$ cat config.mk
export PLATFORM = sky130hd
export DESIGN_NAME = let_prop_monitor_flat
export DESIGN_NICKNAME = d
export VERILOG_FILES = /design/src/rtl/let_prop_monitor_if.sv /design/src/rtl/let_prop_monitor.sv /design/src/flat_wrapper.sv
export SDC_FILE = /design/constraint.sdc
export NUM_CORES = 1
export LEC_CHECK = 0
export CORE_ASPECT_RATIO = 1.4
export CORE_MARGIN = 2
export CORE_UTILIZATION = 29
export DETAILED_ROUTE_END_ITERATION = 10
export GPL_TIMING_DRIVEN = 0
export PLACE_DENSITY = 0.54
export SLEW_MARGIN = 10
export SYNTH_ARGS = -nofsm -noshare
export SYNTH_HDL_FRONTEND = slang
export SYNTH_SLANG_ARGS = --single-unit
$ cat constraint.sdc
create_clock -name clock -period 4 [get_ports clock]
set_input_delay 0.8 -clock clock [delete_from_list [all_inputs] [get_ports clock]]
set_output_delay 0.8 -clock clock [all_outputs]
set_load 0.01 [all_outputs]
$ cat src/rtl/let_prop_monitor_if.sv
// Signal bundle between the stimulus source and the let_prop_monitor checker.
// The master drives the observed operands; the slave (the monitor) returns debug status.
interface let_prop_monitor_if #(
    parameter int WIDTH = 16,
    parameter int CNT_W = 8,
    parameter int CYC_W = 16
);
    logic             en;
    logic             clear;
    logic             a;
    logic             b;
    logic             c;
    logic             d;
    logic [WIDTH-1:0] a_vec;
    logic [WIDTH-1:0] b_vec;
    logic             seq_match;
    logic             prop_fail;
    logic             eq_fail;
    logic [CNT_W-1:0] seq_count;
    logic [CNT_W-1:0] fail_count;
    logic             err_sticky;
    logic [1:0]       err_code;
    logic [CYC_W-1:0] first_fail_cyc;

    modport master (
        output en, clear, a, b, c, d, a_vec, b_vec,
        input  seq_match, prop_fail, eq_fail, seq_count, fail_count,
               err_sticky, err_code, first_fail_cyc
    );

    modport slave (
        input  en, clear, a, b, c, d, a_vec, b_vec,
        output seq_match, prop_fail, eq_fail, seq_count, fail_count,
               err_sticky, err_code, first_fail_cyc
    );
endinterface

$ cat src/rtl/let_prop_monitor.sv
// Hardware evaluation of (a||b) ##1 b, same(c,d) |=> !same(c,d) and ones_match(a_vec,b_vec),
// with registered pulses, saturating counters and first-failure capture for on-chip debug.
module let_prop_monitor #(
    parameter int WIDTH = 16,
    parameter int CNT_W = 8,
    parameter int CYC_W = 16
) (
    input  logic              clock,
    input  logic              reset,
    let_prop_monitor_if.slave mon
);

    logic             x_q, x_d;
    logic             same_q, same_d;
    logic             seq_match_q, seq_match_d;
    logic             prop_fail_q, prop_fail_d;
    logic             eq_fail_q, eq_fail_d;
    logic [CNT_W-1:0] seq_count_q, seq_count_d;
    logic [CNT_W-1:0] fail_count_q, fail_count_d;
    logic             err_sticky_q, err_sticky_d;
    logic [1:0]       err_code_q, err_code_d;
    logic [CYC_W-1:0] first_fail_cyc_q, first_fail_cyc_d;
    logic [CYC_W-1:0] cyc_q, cyc_d;

    logic c_eq_d;
    logic any_fail;

    assign c_eq_d   = (mon.c == mon.d);
    assign any_fail = prop_fail_d | eq_fail_d;

    // Counters and capture consume the pulse values being registered on this same edge,
    // so a pulse and its accounting become visible in the same cycle.
    always_comb begin
        cyc_d            = cyc_q + CYC_W'(1);
        x_d              = mon.en & (mon.a | mon.b);
        same_d           = mon.en & c_eq_d;
        seq_match_d      = mon.en & x_q & mon.b;
        prop_fail_d      = mon.en & same_q & c_eq_d;
        eq_fail_d        = mon.en & (mon.a_vec != mon.b_vec);
        seq_count_d      = seq_count_q;
        fail_count_d     = fail_count_q;
        err_sticky_d     = err_sticky_q;
        err_code_d       = err_code_q;
        first_fail_cyc_d = first_fail_cyc_q;

        if (seq_match_d && (seq_count_q != {CNT_W{1'b1}})) begin
            seq_count_d = seq_count_q + CNT_W'(1);
        end
        if (any_fail && (fail_count_q != {CNT_W{1'b1}})) begin
            fail_count_d = fail_count_q + CNT_W'(1);
        end
        if (any_fail && !err_sticky_q) begin
            err_sticky_d     = 1'b1;
            err_code_d       = {eq_fail_d, prop_fail_d};
            first_fail_cyc_d = cyc_q;
        end

        // Clear wipes everything except the free-running cycle counter.
        if (mon.clear) begin
            x_d              = 1'b0;
            same_d           = 1'b0;
            seq_match_d      = 1'b0;
            prop_fail_d      = 1'b0;
            eq_fail_d        = 1'b0;
            seq_count_d      = '0;
            fail_count_d     = '0;
            err_sticky_d     = 1'b0;
            err_code_d       = 2'b00;
            first_fail_cyc_d = '0;
        end
    end

    always_ff @(posedge clock) begin
        if (reset) begin
            cyc_q            <= '0;
            x_q              <= 1'b0;
            same_q           <= 1'b0;
            seq_match_q      <= 1'b0;
            prop_fail_q      <= 1'b0;
            eq_fail_q        <= 1'b0;
            seq_count_q      <= '0;
            fail_count_q     <= '0;
            err_sticky_q     <= 1'b0;
            err_code_q       <= 2'b00;
            first_fail_cyc_q <= '0;
        end else begin
            cyc_q            <= cyc_d;
            x_q              <= x_d;
            same_q           <= same_d;
            seq_match_q      <= seq_match_d;
            prop_fail_q      <= prop_fail_d;
            eq_fail_q        <= eq_fail_d;
            seq_count_q      <= seq_count_d;
            fail_count_q     <= fail_count_d;
            err_sticky_q     <= err_sticky_d;
            err_code_q       <= err_code_d;
            first_fail_cyc_q <= first_fail_cyc_d;
        end
    end

    assign mon.seq_match      = seq_match_q;
    assign mon.prop_fail      = prop_fail_q;
    assign mon.eq_fail        = eq_fail_q;
    assign mon.seq_count      = seq_count_q;
    assign mon.fail_count     = fail_count_q;
    assign mon.err_sticky     = err_sticky_q;
    assign mon.err_code       = err_code_q;
    assign mon.first_fail_cyc = first_fail_cyc_q;

endmodule
$ cat src/flat_wrapper.sv
// flat-port wrapper written by rule: the top's interface ports become plain ports
module let_prop_monitor_flat 
#(
    parameter int WIDTH = 16,
    parameter int CNT_W = 8,
    parameter int CYC_W = 16
)
  (clock, reset, mon_en, mon_clear, mon_a, mon_b, mon_c, mon_d, mon_a_vec, mon_b_vec, mon_seq_match, mon_prop_fail, mon_eq_fail, mon_seq_count, mon_fail_count, mon_err_sticky, mon_err_code, mon_first_fail_cyc);
  let_prop_monitor_if #(.WIDTH(WIDTH), .CNT_W(CNT_W), .CYC_W(CYC_W)) mon_i ();
  input  logic clock;
  input  logic reset;
  input wire logic [$bits(mon_i.en)-1:0] mon_en;
  input wire logic [$bits(mon_i.clear)-1:0] mon_clear;
  input wire logic [$bits(mon_i.a)-1:0] mon_a;
  input wire logic [$bits(mon_i.b)-1:0] mon_b;
  input wire logic [$bits(mon_i.c)-1:0] mon_c;
  input wire logic [$bits(mon_i.d)-1:0] mon_d;
  input wire logic [$bits(mon_i.a_vec)-1:0] mon_a_vec;
  input wire logic [$bits(mon_i.b_vec)-1:0] mon_b_vec;
  output wire logic [$bits(mon_i.seq_match)-1:0] mon_seq_match;
  output wire logic [$bits(mon_i.prop_fail)-1:0] mon_prop_fail;
  output wire logic [$bits(mon_i.eq_fail)-1:0] mon_eq_fail;
  output wire logic [$bits(mon_i.seq_count)-1:0] mon_seq_count;
  output wire logic [$bits(mon_i.fail_count)-1:0] mon_fail_count;
  output wire logic [$bits(mon_i.err_sticky)-1:0] mon_err_sticky;
  output wire logic [$bits(mon_i.err_code)-1:0] mon_err_code;
  output wire logic [$bits(mon_i.first_fail_cyc)-1:0] mon_first_fail_cyc;
  assign mon_i.en = mon_en;
  assign mon_i.clear = mon_clear;
  assign mon_i.a = mon_a;
  assign mon_i.b = mon_b;
  assign mon_i.c = mon_c;
  assign mon_i.d = mon_d;
  assign mon_i.a_vec = mon_a_vec;
  assign mon_i.b_vec = mon_b_vec;
  assign mon_seq_match = mon_i.seq_match;
  assign mon_prop_fail = mon_i.prop_fail;
  assign mon_eq_fail = mon_i.eq_fail;
  assign mon_seq_count = mon_i.seq_count;
  assign mon_fail_count = mon_i.fail_count;
  assign mon_err_sticky = mon_i.err_sticky;
  assign mon_err_code = mon_i.err_code;
  assign mon_first_fail_cyc = mon_i.first_fail_cyc;
  let_prop_monitor #(.WIDTH(WIDTH), .CNT_W(CNT_W), .CYC_W(CYC_W)) u_core (.clock(clock), .reset(reset), .mon(mon_i));
endmodule
==> impl_metrics.csv, run 1 <==
group,metric,value,unit
drt,routed_via_density,4.57,
logic_synthesis,syn_avg_cell_area,8.75,um^2
logic_synthesis,syn_area,2380,um^2
sta,tightest_slew,0.709,ns
sta,fin_ws,1.52,ns
logic_synthesis,synthCells,272,
sta,tns,0,ns
finish,drive_above_1_share,0.0393,
setup_path,cpPeakStageDelay,0.47,ns
drt,post_drt_wl_per_cell,13.1,um
finish,layout.area.seq,1120,um^2
setup_path,worst-path-stages,8,
job,max_cap_viol_count,0,
logic_synthesis,ys_ff_latch,56,
placement,preCtsSetupSlack,1.16,ns
logic_synthesis,yosys-top-cells-area,"dfxtp_1, xnor2_1, nor2_1",
logic_synthesis,ys_warn_count,0,
clocking,holdBufCountCts,0,
global_route,grt_pass1_vias,2073,
sta,grt_setup_unrepaired,"false",
logic_synthesis,syn_nets,315,
drt,drt-total-wl,5.99,mm
sta,post-route-min-period,2.48,ns
drt,drtIter0Drc,75,
finish,antennaDiodeCount,0,
finish,fill_cells,842,
setup_path,worstPathMaxFanout,10,
clocking,cts_root_buf,"clkbuf_16",
hold_path,min_path_cells,2,
pwr,p_per_area,337,nW/um^2
clocking,cts_sinks,56,
logic_synthesis,synth-seq-area-share,0.471,
global_route,grt_usage,0.141,
setup_path,crit_slowest_cell,"clkdlybuf4s50_1",
clocking,clk_path_buf_depth,2,
clocking,cts_buffers,5,
setup_path,crit_family,"simple AND/OR/NAND/NOR gates",
setup_path,cp_cell_sequence,"clkdlybuf4s50_1 > xnor2_1 > nand4_1 > nor4_4 > a211oi_1 > buf_2 > nand3_1 > o21ai_1",
placement,place_congestion,0.738,
setup_path,reg2regPathDepth,7,
global_route,overflow,0,
die,die_w,80.6,um
placement,portBuffers,76,
setup_path,crit_required,4.18,ns
sta,whs,0.447,ns
setup_path,endpoint_kind,"flop",
drt,ant_nets,0,
sta,finClkSkew,0.00678,ns
clocking,cts.reportedPaths.clkPinSlew,0.07,ns
setup_path,critPathArrivalTime,2.67,ns
clocking,post-cts-setup-buffers,0,
pwr,ir_drop,194,uV
drt,drc,0,
drt,vias,2095,
sta,max_clock_freq,0.403,GHz
finish,syn_to_final_growth,44.2,%
die,die_area,8960,um^2
sta,slew-limit-headroom,0.526,
die,ios,78,
die,initial_core_util,0.296,
logic_synthesis,synth_largest_area_cell,"dfxtp_1",
die,num_rows,39,
setup_path,start_kind,"input pin",
global_route,grt_antenna_before_repair,0,
sta,setup_viol,0,
clocking,insertion_delay,0.29,ns
drt,drt-pass1-iter-count,4,
setup_path,criticalPathCategory,"in -> reg",
sta,post-route-period-util,0.621,
placement,place_hpwl,4.68,mm
logic_synthesis,ys_types,32,
die,die_y,111,um
setup_path,r2r_slack,2.16,ns
clocking,h-tree-depth,2,
clocking,ctsResizeCount,0,
finish,final_util,0.426,
finish,multi_input_area,1210,um^2
global_route,grt_max_degree,17,
status,outcome,"complete, no violations",
pwr,power_leakage,1.19,nW
clocking,cts_tree,"yes",
sta,report.final.slew_viol_count,0,
sta,hold_viol,0,
die,core_area,8050,um^2
hold_path,hold_path_class,"reg -> reg",
logic_synthesis,yosys.area.top_type_share,0.471,
setup_path,worst-path-buf-inv,2,
finish,finalNetCount,398,
global_route,grt_pass1_wl,9.92,mm
-- synthesized netlist by cell type --
cell / instances
a211oi_1: 2
a21oi_1: 10
a31o_2: 1
a31oi_1: 1
a41oi_2: 1
and3_1: 5
and4_1: 2
buf_1: 2
buf_2: 3
clkbuf_1: 5
dfxtp_1: 56
ha_1: 3
inv_1: 1
mux2i_1: 3
nand2_1: 29
nand2b_1: 2
nand3_1: 27
nand4_1: 11
nand4b_1: 1
nor2_1: 38
nor2b_1: 1
nor3_1: 1
nor3b_1: 1
nor4_4: 1
o211a_1: 1
o211ai_1: 1
o21ai_0: 2
o21ai_1: 16
or2_2: 1
or3_1: 6
xnor2_1: 27
xor2_1: 11
-- final cells by class --
class,count,area share
clock inverter,2,0.0102
tap,102,0.0372
multi-input combinational,205,0.354
sequential,56,0.327
timing repair buffer,76,0.222
buffer,10,0.0120
inverter,1,0.00109
clock buffer,6,0.0376
-- worst paths after layout --
kind                                              startpoint                           end
worst max register to register      u_core.mon.fail_count[0]      u_core.mon.fail_count[2]
worst max-delay path                            mon_b_vec[0]  u_core.mon.first_fail_cyc[8]
worst min register to register  u_core.mon.first_fail_cyc[0]  u_core.mon.first_fail_cyc[0]
worst min-delay path            u_core.mon.first_fail_cyc[0]  u_core.mon.first_fail_cyc[0]
-- tightest hold or removal path, delay by kind of cell (launching register included) --
family	cells	cell delay (ns)
AO/OA/AOI/OAI	1	0.05
AND/OR/NAND/NOR	1	0.05
flip-flops	1	0.31
-- sequential cells by signal, summed over array words and instances (netlist names) --
register,cells
u_core.cyc_q,16
u_core.mon.eq_fail,1
u_core.mon.err_code,2
u_core.mon.err_sticky,1
u_core.mon.fail_count,8
u_core.mon.first_fail_cyc,16
u_core.mon.prop_fail,1
u_core.mon.seq_count,8
u_core.mon.seq_match,1
u_core.same_q,1
u_core.x_q,1
-- placed cells by master (no fill, tap or decap), types with 2 or more instances in the layout --
master,netlist,final
a21oi_1,10,10
o21ai_1,16,16
a211oi_1,2,2
o21ai_0,2,2
dfxtp_1,56,56
or3_1,6,6
xnor2_1,27,27
nand2_1,29,29
nand2b_1,2,2
buf_2,3,3
clkbuf_1,5,6
nand3_1,27,27
clkdlybuf4s50_1,0,76
and4_1,2,2
nor2_1,38,38
mux2i_1,3,3
ha_1,3,3
buf_1,2,2
and3_1,5,5
nand4_1,11,11
xor2_1,11,11
clkbuf_16,0,5
-- per-layer routing --
metal | global-route usage | vias to the layer above | routed length (um)
met1 | 0.171 | 951 | 2490
met4 | 0.0565 | 0 | 144
li1 | - | 1095 | -
met2 | 0.242 | 38 | 3160
met5 | 0 | - | 0
met3 | 0.0261 | 11 | 186
-- stage by stage --
| stage | instances | power (mW) | instance area [um^2] |
|---|---|---|---|
| after floorplan | 272 | 0.624 | 2380 |
| after global placement | 450 | 0.681 | 3270 |
| after detailed placement | 450 | 0.682 | 3270 |
| after CTS | 458 | 1.17 | 3430 |
| after global routing | 458 | 1.20 | 3430 |
| final | 458 | 1.16 | 3430 |
-- cells by family (layout without fill, tap and decap cells) --
family                   count (synthesis)  after routing  synth area share
AND/OR/NAND/NOR                        126            126             0.256
flip-flops                              56             56             0.471
XOR/XNOR                                38             38             0.140
AO/OA/AOI/OAI                           35             35            0.0857
buffers and inverters                   11             95            0.0189
adder cells (fa/ha/maj)                  3              3            0.0158
multiplexers                             3              3            0.0126
-- report_power, final --
group	switching [mW]	internal, mW
registers	0.00446	0.563
clock network	0.194	0.295
logic	0.0431	0.0575
total	0.242	0.915
No activity file was read; power rests on OpenSTA's default activity.
==> run 2, diff against run 1 <==
--- a/config.mk
+++ b/config.mk
@@ -10,7 +10,7 @@
 export CORE_UTILIZATION = 29
 export DETAILED_ROUTE_END_ITERATION = 10
 export GPL_TIMING_DRIVEN = 0
-export PLACE_DENSITY = 0.54
+export PLACE_DENSITY = 0.56
 export SLEW_MARGIN = 10
 export SYNTH_ARGS = -nofsm -noshare
 export SYNTH_HDL_FRONTEND = slang
==> constraint.sdc (replaced) <==
create_clock -name clock -period 2 [get_ports clock]
set_input_delay 0.4 -clock clock [delete_from_list [all_inputs] [get_ports clock]]
set_output_delay 0.4 -clock clock [all_outputs]
set_load 0.01 [all_outputs]
==> run 2 against run 1 <==
Global-route usage fell by 0.43 points; critical path type unchanged; die area unchanged; largest cell class unchanged; utilization rose by 0.40 points; design area increased by 0.95%; register-to-register slack got worse by 1.9 ns; sequential share of layout area is 0.31 points lower; first-iteration DRC count fell by 13%; total power rose by 100%; critical path depth is 1 higher; clock skew fell by 0.0014 ns; setup slack got worse by 1.4 ns.
==> impl_metrics.csv, run 2 (synthesis gave the netlist of run 1 again) <==
group,metric,value,unit
status,outcome,"complete, no violations",
die,die_y,111,um
setup_path,cpPeakStageDelay,0.47,ns
job,max_cap_viol_count,0,
sta,slew-limit-headroom,0.685,
global_route,grt_pass1_wl,9.69,mm
clocking,clk_path_buf_depth,2,
clocking,cts_sinks,56,
setup_path,crit_required,2.18,ns
drt,vias,2141,
clocking,cts_buffers,5,
setup_path,crit_family,"buffers and inverters",
die,die_w,80.6,um
setup_path,worstPathMaxFanout,10,
die,ios,78,
sta,post-route-period-util,0.962,
finish,syn_to_final_growth,45.6,%
setup_path,start_kind,"input pin",
finish,fill_cells,824,
clocking,cts.reportedPaths.clkPinSlew,0.07,ns
finish,final_util,0.430,
hold_path,hold_path_class,"reg -> reg",
finish,layout.area.seq,1120,um^2
clocking,insertion_delay,0.29,ns
global_route,grt_usage,0.137,
die,num_rows,39,
sta,grt_setup_unrepaired,"true",
drt,routed_via_density,4.66,
setup_path,critPathArrivalTime,2.10,ns
global_route,grt_pass1_vias,2053,
pwr,switching_share,0.210,
global_route,overflow,0,
finish,final_cell_mix,"clkdlybuf4s50_1, dfxtp_1, nor2_1",
pwr,ir_drop,317,uV
setup_path,worst-path-buf-inv,3,
finish,finalNonFillerCells,459,
clocking,h-tree-depth,2,
die,initial_core_util,0.296,
sta,tns,0,ns
drt,drc,0,
pwr,p_seq_frac,0.490,
finish,finalNetCount,399,
placement,place_congestion,0.784,
drt,ant_nets,0,
finish,multi_input_area,1230,um^2
sta,tightest_slew,0.472,ns
finish,antennaDiodeCount,0,
sta,fin_ws,0.0768,ns
pwr,combPwrFrac,0.088,
global_route,grt_antenna_before_repair,0,
sta,post-route-min-period,1.92,ns
placement,preCtsSetupSlack,-0.459,ns
die,core_area,8050,um^2
drt,post_drt_wl_per_cell,13.0,um
setup_path,criticalPathCategory,"in -> reg",
finish,layout_commonest_cell,"clkdlybuf4s50_1",
drt,drt-total-wl,5.99,mm
placement,place_hpwl,4.70,mm
setup_path,cp_cell_sequence,"clkdlybuf4s50_1 > xnor2_1 > nand4_1 > nor4_4 > buf_6 > a211oi_4 > buf_2 > nand3_1 > o21ai_1",
pwr,p_clk_frac,0.422,
finish,drive_above_1_share,0.0504,
drt,drtIter0Drc,65,
drt,drt-pass1-iter-count,4,
die,die_area,8960,um^2
setup_path,crit_slowest_cell,"clkdlybuf4s50_1",
placement,portBuffers,76,
pwr,p_int,1.83,mW
placement,place_inst,450,
clocking,cts_root_buf,"clkbuf_16",
pwr,p_per_area,669,nW/um^2
setup_path,endpoint_kind,"flop",
pwr,power,2.32,mW
global_route,grt_max_degree,17,
sta,report.final.slew_viol_count,0,
pwr,p_sw,0.486,mW
sta,max_clock_freq,0.520,GHz
clocking,cts_tree,"yes",
sta,hold_viol,0,
sta,finClkSkew,0.00538,ns
sta,setup_viol,0,
pwr,power_leakage,1.19,nW
clocking,holdBufCountCts,0,
-- run 2: cell types whose count changed in the layout (fill, tap and decap cells not counted) --
cell,before,now
a211oi_1,2,1
a211oi_4,0,1
a21oi_1,10,9
a21oi_2,0,1
buf_2,3,2
buf_4,0,1
buf_6,0,1
nor2_1,38,37
nor2_2,0,1
-- run 2: power by group through the flow --
stage	registers (mW)	logic, mW	clock network, mW
floorplan	1.16	0.0877	0
global placement	1.16	0.201	0
detailed placement	1.16	0.204	0
CTS	1.13	0.205	1.00
global route	1.14	0.223	1.04
finish	1.13	0.204	0.978
-- run 2: timing repair --
| action | 4_1_cts | 5_1_grt |
|---|---|---|
| endpoints found under the hold margin | 0 | 0 |
| pin swaps | 1 | 2 |
| buffers inserted | 1 | 0 |
| endpoints found under the setup margin | 20 | 20 |
| gates resized for setup | 1 | 6 |
-- run 2: metrics by stage --
step           area (um^2)  hold slack, ns
2_1_floorplan         2380           0.426
3_3_place_gp          3270           0.439
3_5_place_dp          3270           0.441
4_1_cts               3440           0.453
5_1_grt               3460           0.472
6_report              3460           0.451
-- run 2: routing by layer --
layer	GRT usage	wire length [um]	share of wire	up-vias
met1	0.148	2400	0.40	990
met5	0	0	0	-
met3	0.0277	181	0.030	12
met4	0.0486	131	0.022	0
met2	0.255	3270	0.55	35
li1	-	-	-	1104
-- run 2: layout make-up --
type                       count  area share
clock inverter                 2      0.0101
clock buffer                   6      0.0372
inverter                       1     0.00108
timing repair buffer          77       0.223
sequential                    56       0.324
multi-input combinational    205       0.356
buffer                        10      0.0126
tap                          102      0.0368
-- run 2: final timing paths --
| kind | startpoint | end | slack, ns | depth (start not counted) |
|---|---|---|---|---|
| worst max-delay path | mon_b_vec[9] | u_core.mon.first_fail_cyc[12] | 0.08 | 9 |
| worst min-delay path | u_core.mon.first_fail_cyc[13] | u_core.mon.first_fail_cyc[13] | 0.45 | 2 |
| worst min register to register | u_core.mon.first_fail_cyc[13] | u_core.mon.first_fail_cyc[13] | 0.45 | 2 |
| worst max register to register | u_core.mon.fail_count[0] | u_core.mon.fail_count[4] | 0.22 | 7 |
-- run 2: worst min-delay path, cell delays in order (launching register included) --
cell	delay (ns)
dfxtp_1	0.31
nand2_1	0.05
o21ai_1	0.05
